==> config.mk <==
export PLATFORM = sky130hd
export DESIGN_NAME = sub16_serial
export DESIGN_NICKNAME = d
export VERILOG_FILES = /design/src/rtl/sub16_serial.sv
export SDC_FILE = /design/constraint.sdc
export NUM_CORES = 1
export LEC_CHECK = 0
export BUFFER_PORTS_ARGS = -buffer_cell sky130_fd_sc_hd__buf_2
export CORE_MARGIN = 2
export CORE_UTILIZATION = 59
export DETAILED_ROUTE_END_ITERATION = 8
export GPL_TIMING_DRIVEN = 0
export PLACE_DENSITY_LB_ADDON = 0.08
export SKIP_LAST_GASP = 1
export SYNTH_ARGS = -nofsm -noshare
export SYNTH_HDL_FRONTEND = slang
export SYNTH_SLANG_ARGS = --single-unit
==> constraint.sdc <==
create_clock -name clock -period 3.6 [get_ports clock]
set_clock_uncertainty 0.2 [all_clocks]
set_input_delay 0.72 -clock clock [delete_from_list [all_inputs] [get_ports clock]]
set_output_delay 0.72 -clock clock [all_outputs]
set_load 0.05 [all_outputs]
==> src/rtl/sub16_serial.sv <==
// sub16_serial: bit-serial a - b, LSB first, one full-adder step per clock.
// Define SUB16_SERIAL_OVF_EN to add the signed-overflow output ovf.
module sub16_serial #(
  parameter int WIDTH = 16
) (
  input  logic             clock,
  input  logic             rst_n,
  input  logic             start,
  input  logic [0:WIDTH-1] a,
  input  logic [0:WIDTH-1] b,
  output logic             busy,
  output logic             done,
  output logic [0:WIDTH-1] out,
`ifdef SUB16_SERIAL_OVF_EN
  output logic             ovf,
`endif
  output logic             borrow
);
  localparam int CW = $clog2(WIDTH) + 1;
  typedef enum logic [1:0] {IDLE, RUN, DONE} state_t;
  state_t state_q, state_d;
  logic [0:WIDTH-1] sa_q, sa_d, sb_q, sb_d, sr_q, sr_d, out_q, out_d;
  logic [CW-1:0] cnt_q, cnt_d;
  logic carry_q, carry_d, borrow_q, borrow_d, sum, cout, nb;
`ifdef SUB16_SERIAL_OVF_EN
  logic ovf_q, ovf_d;
  assign ovf = ovf_q;
`endif
  assign busy   = state_q == RUN;
  assign done   = state_q == DONE;
  assign out    = out_q;
  assign borrow = borrow_q;
  // a + ~b + 1: carry is preset to 1 on load
  always_comb begin
    nb       = ~sb_q[WIDTH-1];
    sum      = sa_q[WIDTH-1] ^ nb ^ carry_q;
    cout     = (sa_q[WIDTH-1] & nb) | (sa_q[WIDTH-1] & carry_q) | (nb & carry_q);
    state_d  = state_q;
    sa_d     = sa_q;
    sb_d     = sb_q;
    sr_d     = sr_q;
    out_d    = out_q;
    cnt_d    = cnt_q;
    carry_d  = carry_q;
    borrow_d = borrow_q;
`ifdef SUB16_SERIAL_OVF_EN
    ovf_d    = ovf_q;
`endif
    if (start && state_q != RUN) begin
      state_d = RUN;
      sa_d    = a;
      sb_d    = b;
      sr_d    = '0;
      carry_d = 1'b1;
      cnt_d   = '0;
    end else if (state_q == RUN) begin
      sa_d    = {1'b0, sa_q[0:WIDTH-2]};
      sb_d    = {1'b0, sb_q[0:WIDTH-2]};
      sr_d    = {sum, sr_q[0:WIDTH-2]};
      carry_d = cout;
      cnt_d   = cnt_q + CW'(1);
      if (cnt_q == CW'(WIDTH - 1)) begin
        state_d  = DONE;
        out_d    = sr_d;
        borrow_d = ~cout;
`ifdef SUB16_SERIAL_OVF_EN
        ovf_d    = carry_q ^ cout;
`endif
      end
    end else if (state_q == DONE) begin
      state_d = IDLE;
    end
  end
  always_ff @(posedge clock or negedge rst_n) begin
    if (!rst_n) begin
      state_q  <= IDLE;
      sa_q     <= '0;
      sb_q     <= '0;
      sr_q     <= '0;
      out_q    <= '0;
      cnt_q    <= '0;
      carry_q  <= 1'b0;
      borrow_q <= 1'b0;
`ifdef SUB16_SERIAL_OVF_EN
      ovf_q    <= 1'b0;
`endif
    end else begin
      state_q  <= state_d;
      sa_q     <= sa_d;
      sb_q     <= sb_d;
      sr_q     <= sr_d;
      out_q    <= out_d;
      cnt_q    <= cnt_d;
      carry_q  <= carry_d;
      borrow_q <= borrow_d;
`ifdef SUB16_SERIAL_OVF_EN
      ovf_q    <= ovf_d;
`endif
    end
  end
endmodule

# Yosys cells after proc, flatten, opt, wreduce, memory -nomap -nowiden

Cells that the tools add are included.

Word-level logic and storage cells: 43
Bits in latches: 0
Bits of input ports: 35
Memory bits (writable): 0
Memories kept: 0
Output and inout bits: 19
Memory bits (read-only): 0
Bits in registers: 73

Shifts and indexed selects: 0
Bitwise operators: 10
$add $sub $neg: 1
Multiply operators: 0
Mux-type cells: 14
Eq/ne operators: 5
Reductions and logical operators: 5
Divide/modulo/power cells: 0
$lt $le $gt $ge: 0

Operator list:

| operator            | count |
|---|---|
| $mux 16             | 6 |
| $mux 5              | 2 |
| $mux 2              | 4 |
| $add 5x1->5 const B | 1 |
| $eq 5x4->1 const B  | 1 |
| $and 1x1->1         | 3 |
| $ne 3x1->1 const B  | 1 |
| $not 1->1           | 3 |
| $reduce_and 3->1    | 1 |
| $reduce_bool 3->1   | 1 |
| $eq 2x1->1 const B  | 1 |
| $eq 2x2->1 const B  | 1 |
| $mux 1              | 2 |
| $ne 2x1->1 const B  | 1 |
| $or 1x1->1          | 2 |
| $reduce_and 2->1    | 1 |
| $reduce_bool 2->1   | 1 |
| $xor 1x1->1         | 2 |
| $logic_and 1x1->1   | 1 |

# Logic depth before layout (Yosys ltp)

Word-level depth: 6
Mapped depth: 7
Depth with buffers taken out: 6

# Least setup slack after synthesis

Ideal clock, no wire load.

Path kind: reg-to-reg
Start point: register state_q[1]
End point: register out_q, in the netlist out[1]
Path slack: 1.607 ns
Path buffers: 2
Stages on the path, launching flop included: 7
Arrival time: 1.668 ns
Period minus slack after synthesis: 1.993 ns
Setup time: 0.125 ns
Data required time: 3.275 ns
Cell sequence: dfrtp_1 inv_1 ha_1 buf_6 nand2_4 buf_6 mux2_4

Elaborated cells between the ends (all ways): 5
Classes of those cells: 2 x eq/ne; 1 x bitwise; 2 x reduce/logical

RTL lines:

| item                       | RTL line | RTL |
|---|---|---|
| from (decl)                | 21       | `state_t state_q, state_d;` |
| from (signal assigned)     | 88       | `state_q <= state_d;` |
| $eq 2x1->1                 | -        |  |
| named net busy             | 11       | `output logic busy,` |
| $reduce_and 3->1 (no line) | -        |  |
| to (signal assigned)       | 92       | `out_q <= out_d;` |
| to (decl)                  | 22       | `logic [0:WIDTH-1] sa_q, sa_d, sb_q, sb_d, sr_q, sr_d, out_q, out_d;` |

The timed path passes the listed nets, and every way through them passes these cells.
A chain may end at the register's enable or synchronous reset.

# Final worst setup path

Start point: register state_q[1]
End point: output busy

Cells in the longest elaborated chain, start to end: 1

Ends and longest elaborated chain:

| item       | RTL line | RTL |
|---|---|---|
| $eq 2x1->1 | 29       | `assign busy = state_q == RUN;` |
| to (decl)  | 11       |  |

No other way between the ends.

==> summary.md <==
| Metric | Value |
|---|---|
| Port Buffer Count | 52 |
| WS Path Type | reg -> out |
| Core outline area | 5070 sq um |
| PD cells | 710 nW/um^2 |
| Largest net degree at the start of global routing | 73 |
| Sw power | 887 uW |
| Combinational power share | 28.1% |
| Worst-path clk slew | 0.07 ns |
| Max transition margin | 41.4% |
| Post-DP Area | 3410 sq um |
| WP data arrival | 1.32 ns |
| Overflow after GRT | 0 |
| H-tree lvl count | 3 |
| Routed Antenna Nets | 0 |
| DRC viols | 0 |
| Setup TNS | 0 ns |
| Post-Layout Cell Count | 385 |
| Crit share post-route | 62.2% |
| Post-synthesis register bit count | 72 |
| Max stage delay on crit path | 0.40 ns |
| TritonCTS Buffers | 9 |
| First-pass GRT wire length | 9.67 mm |
| WP data required | 2.68 ns |
| Internal power | 1680 uW |
| CTS Sinks | 72 |
| Filler Cells Inserted | 388 |
| Ys flop type | dfrtp_1 |
| Cell taking the most area after synthesis | dfrtp_1 |
| Clock group share of total power | 24.5% |
| Cts hold-fix bufs | 0 |
| Net Sw Frac | 34.6% |
| First-pass iteration count of the detailed router | 4 |
| Buf/Inv on CP | 2 |
| Global Route Usage Sum | 21.3% |
| Diode count | 0 |
| VDD IR max | 0.427 mV |
| Synth cell types | 22 |
| Final Setup Violations | 0 |
| Syn nets | 288 |
| Cell Chain, Critical Path | inv_1 > ha_1 > buf_2 |
| P_leak | 0.00189 uW |
| Area grow syn2layout | 17.8% |
| Clk buf depth | 2 |
| Starting Density | 60.4% |
| Resized Gates After CTS | 0 |
| Die W | 76.1 um |
| Wire per inst | 14.4 um |
| Vias in the first global route | 2,080 |
| Syn avg cell area | 12.4 sq um |
| Worst setup EP type | output pin |
| Flop pwr share | 47.3% |
| Hold slack final | 0.282 ns |
| Finished Cell Area | 3610 sq um |
| Slowest cell on the critical path | dfrtp_1 |
| Synth top area cells | dfrtp_1, mux2i_1, o21ai_0 |
| Initial antenna violation count | 0 |
| Seq/Total Area, Yosys | 58.8% |
| Mapped Area | 3060 sq um |
| Clk root buf | clkbuf_8 |
| Max cap viols | 0 |
| Final hold violations | 0 |
| Finished Core Util | 71.1% |
| Synthesized instance count | 248 |
| Largest delay share family, worst path | flip-flops |
| Vias per inst | 5.40 |
| Post-CTS setup buffer count | 0 |
| Hold crit path type | in -> async |
| Synth warn | 0 |
| Number of flops mapped to enable cells by yosys | 0 |
| RSZ-0062 raised after global routing | false |
| FMAX | 447 MHz |
| Asr flop ratio synth | 100% |
| Startpoint Class | flip-flop |
| Share of cells above drive strength 1 | 29.5% |
| CP Max Fanout | 3 |
| Die height | 76.1 um |
| Top cell type's share of synthesized area | 58.8% |
| Most frequent cell after synthesis | dfrtp_1 |
| 1st-iter DRT viols | 119 |
| Min Tclk post-route | 2.24 ns |
| Routability cong. | 0.721 |
| Worst slew pin tran | 0.880 ns |
| Clk_lat worst skew | 0.34 ns |
| Final Max Slew Viols | 0 |
| Top Ports | 54 |
| Final nets | 351 |
| Vias after detailed routing | 2,078 |
| Dpl hpwl | 3.77 mm |
| Placed cell count | 370 |
| Die Area | 5790 sq um |
| CTS tree | built |
| # rows | 26 |
| Post-synth top cells | dfrtp_1, o21ai_0, nand2_1, mux2i_1, a22o_1 |
| Drt total wl | 5.56 mm |
| Status | completed |
## layout make-up
type | count | area, sq um | area share, %
sequential | 72 | 1800 | 49.9
multi-input combinational | 154 | 1140 | 31.5
timing repair buffer | 52 | 263 | 7.28
clock buffer | 10 | 138 | 3.81
buffer | 16 | 101 | 2.81
tap | 70 | 87.6 | 2.43
clock inverter | 5 | 57.6 | 1.59
inverter | 6 | 22.5 | 0.624
## power by group through the flow
stage | combinational (uW) | sequential (uW) | clock [uW]
finish | 721 | 1210 | 629
global route | 828 | 1240 | 673
CTS | 735 | 1210 | 639
detailed placement | 731 | 1220 | 0
global placement | 701 | 1210 | 0
floorplan | 511 | 1210 | 0
## logic make-up (layout without fill, tap and decap cells)
kind of cell / Yosys count / in the layout / share of synthesized area [%]
xor gates and xnor gates: 2 / 2 / 0.572
AOI/OAI and AO/OA: 56 / 56 / 11.4
adders and majority gates: 5 / 5 / 2.29
buffers and inverters: 22 / 89 / 4.04
and+or+nand+nor: 43 / 43 / 5.63
DFF: 72 / 72 / 58.8
muxes: 48 / 48 / 17.3
## layer usage
| layer | vias to the layer above | part of all wire, % | global-route usage (%) |
|---|---|---|---|
| li1 | 991 | - | - |
| met1 | 1025 | 48 | 29.9 |
| met2 | 53 | 46 | 32.1 |
| met3 | 9 | 4.2 | 4.50 |
| met4 | 0 | 1.8 | 9.82 |
| met5 | - | 0 | 0 |
## stage by stage
stage	setup WS (ns)	total power, uW
6_report	1.36	2560
5_1_grt	1.29	2740
4_1_cts	1.34	2590
3_5_place_dp	1.58	1950
3_3_place_gp	1.22	1910
2_1_floorplan	1.61	1720
## cell usage in the layout, fill, tap and decap left out, types with 3 or more instances in the layout
master      netlist  routed
dfrtp_1          72      72
buf_2             3      54
o21ai_0          37      37
nand2_1          36      36
mux2i_1          32      32
a22o_1           17      17
clkbuf_8          0      10
mux2_4            8       8
mux2_2            8       8
clkbuf_1          7       7
inv_1             6       6
buf_6             4       4
nor2_1            4       4
ha_1              4       4
buf_4             2       3
clkinvlp_4        0       3
## state kept, by name, indices dropped and copies added (netlist names)
name and cells:
borrow 1, carry_q 1, cnt_q 5, out 16
sa_q 16, sb_q 16, sr_q 15, state_q 2
## worst paths after layout
kind / startpoint / to / slack [ns] / depth (start not counted)
setup / recovery: state_q[1] / busy / 1.36 / 3
hold / removal: rst_n / sb_q[6] / 0.28 / 1
setup reg to reg: cnt_q[0] / out[8] / 1.57 / 6
hold reg to reg: cnt_q[4] / cnt_q[4] / 0.29 / 2
max in group asynchronous: rst_n / sa_q[9] / 2.34 / 1
min in group clock: cnt_q[4] / cnt_q[4] / 0.29 / 2
(Power assumes the default switching activity.)
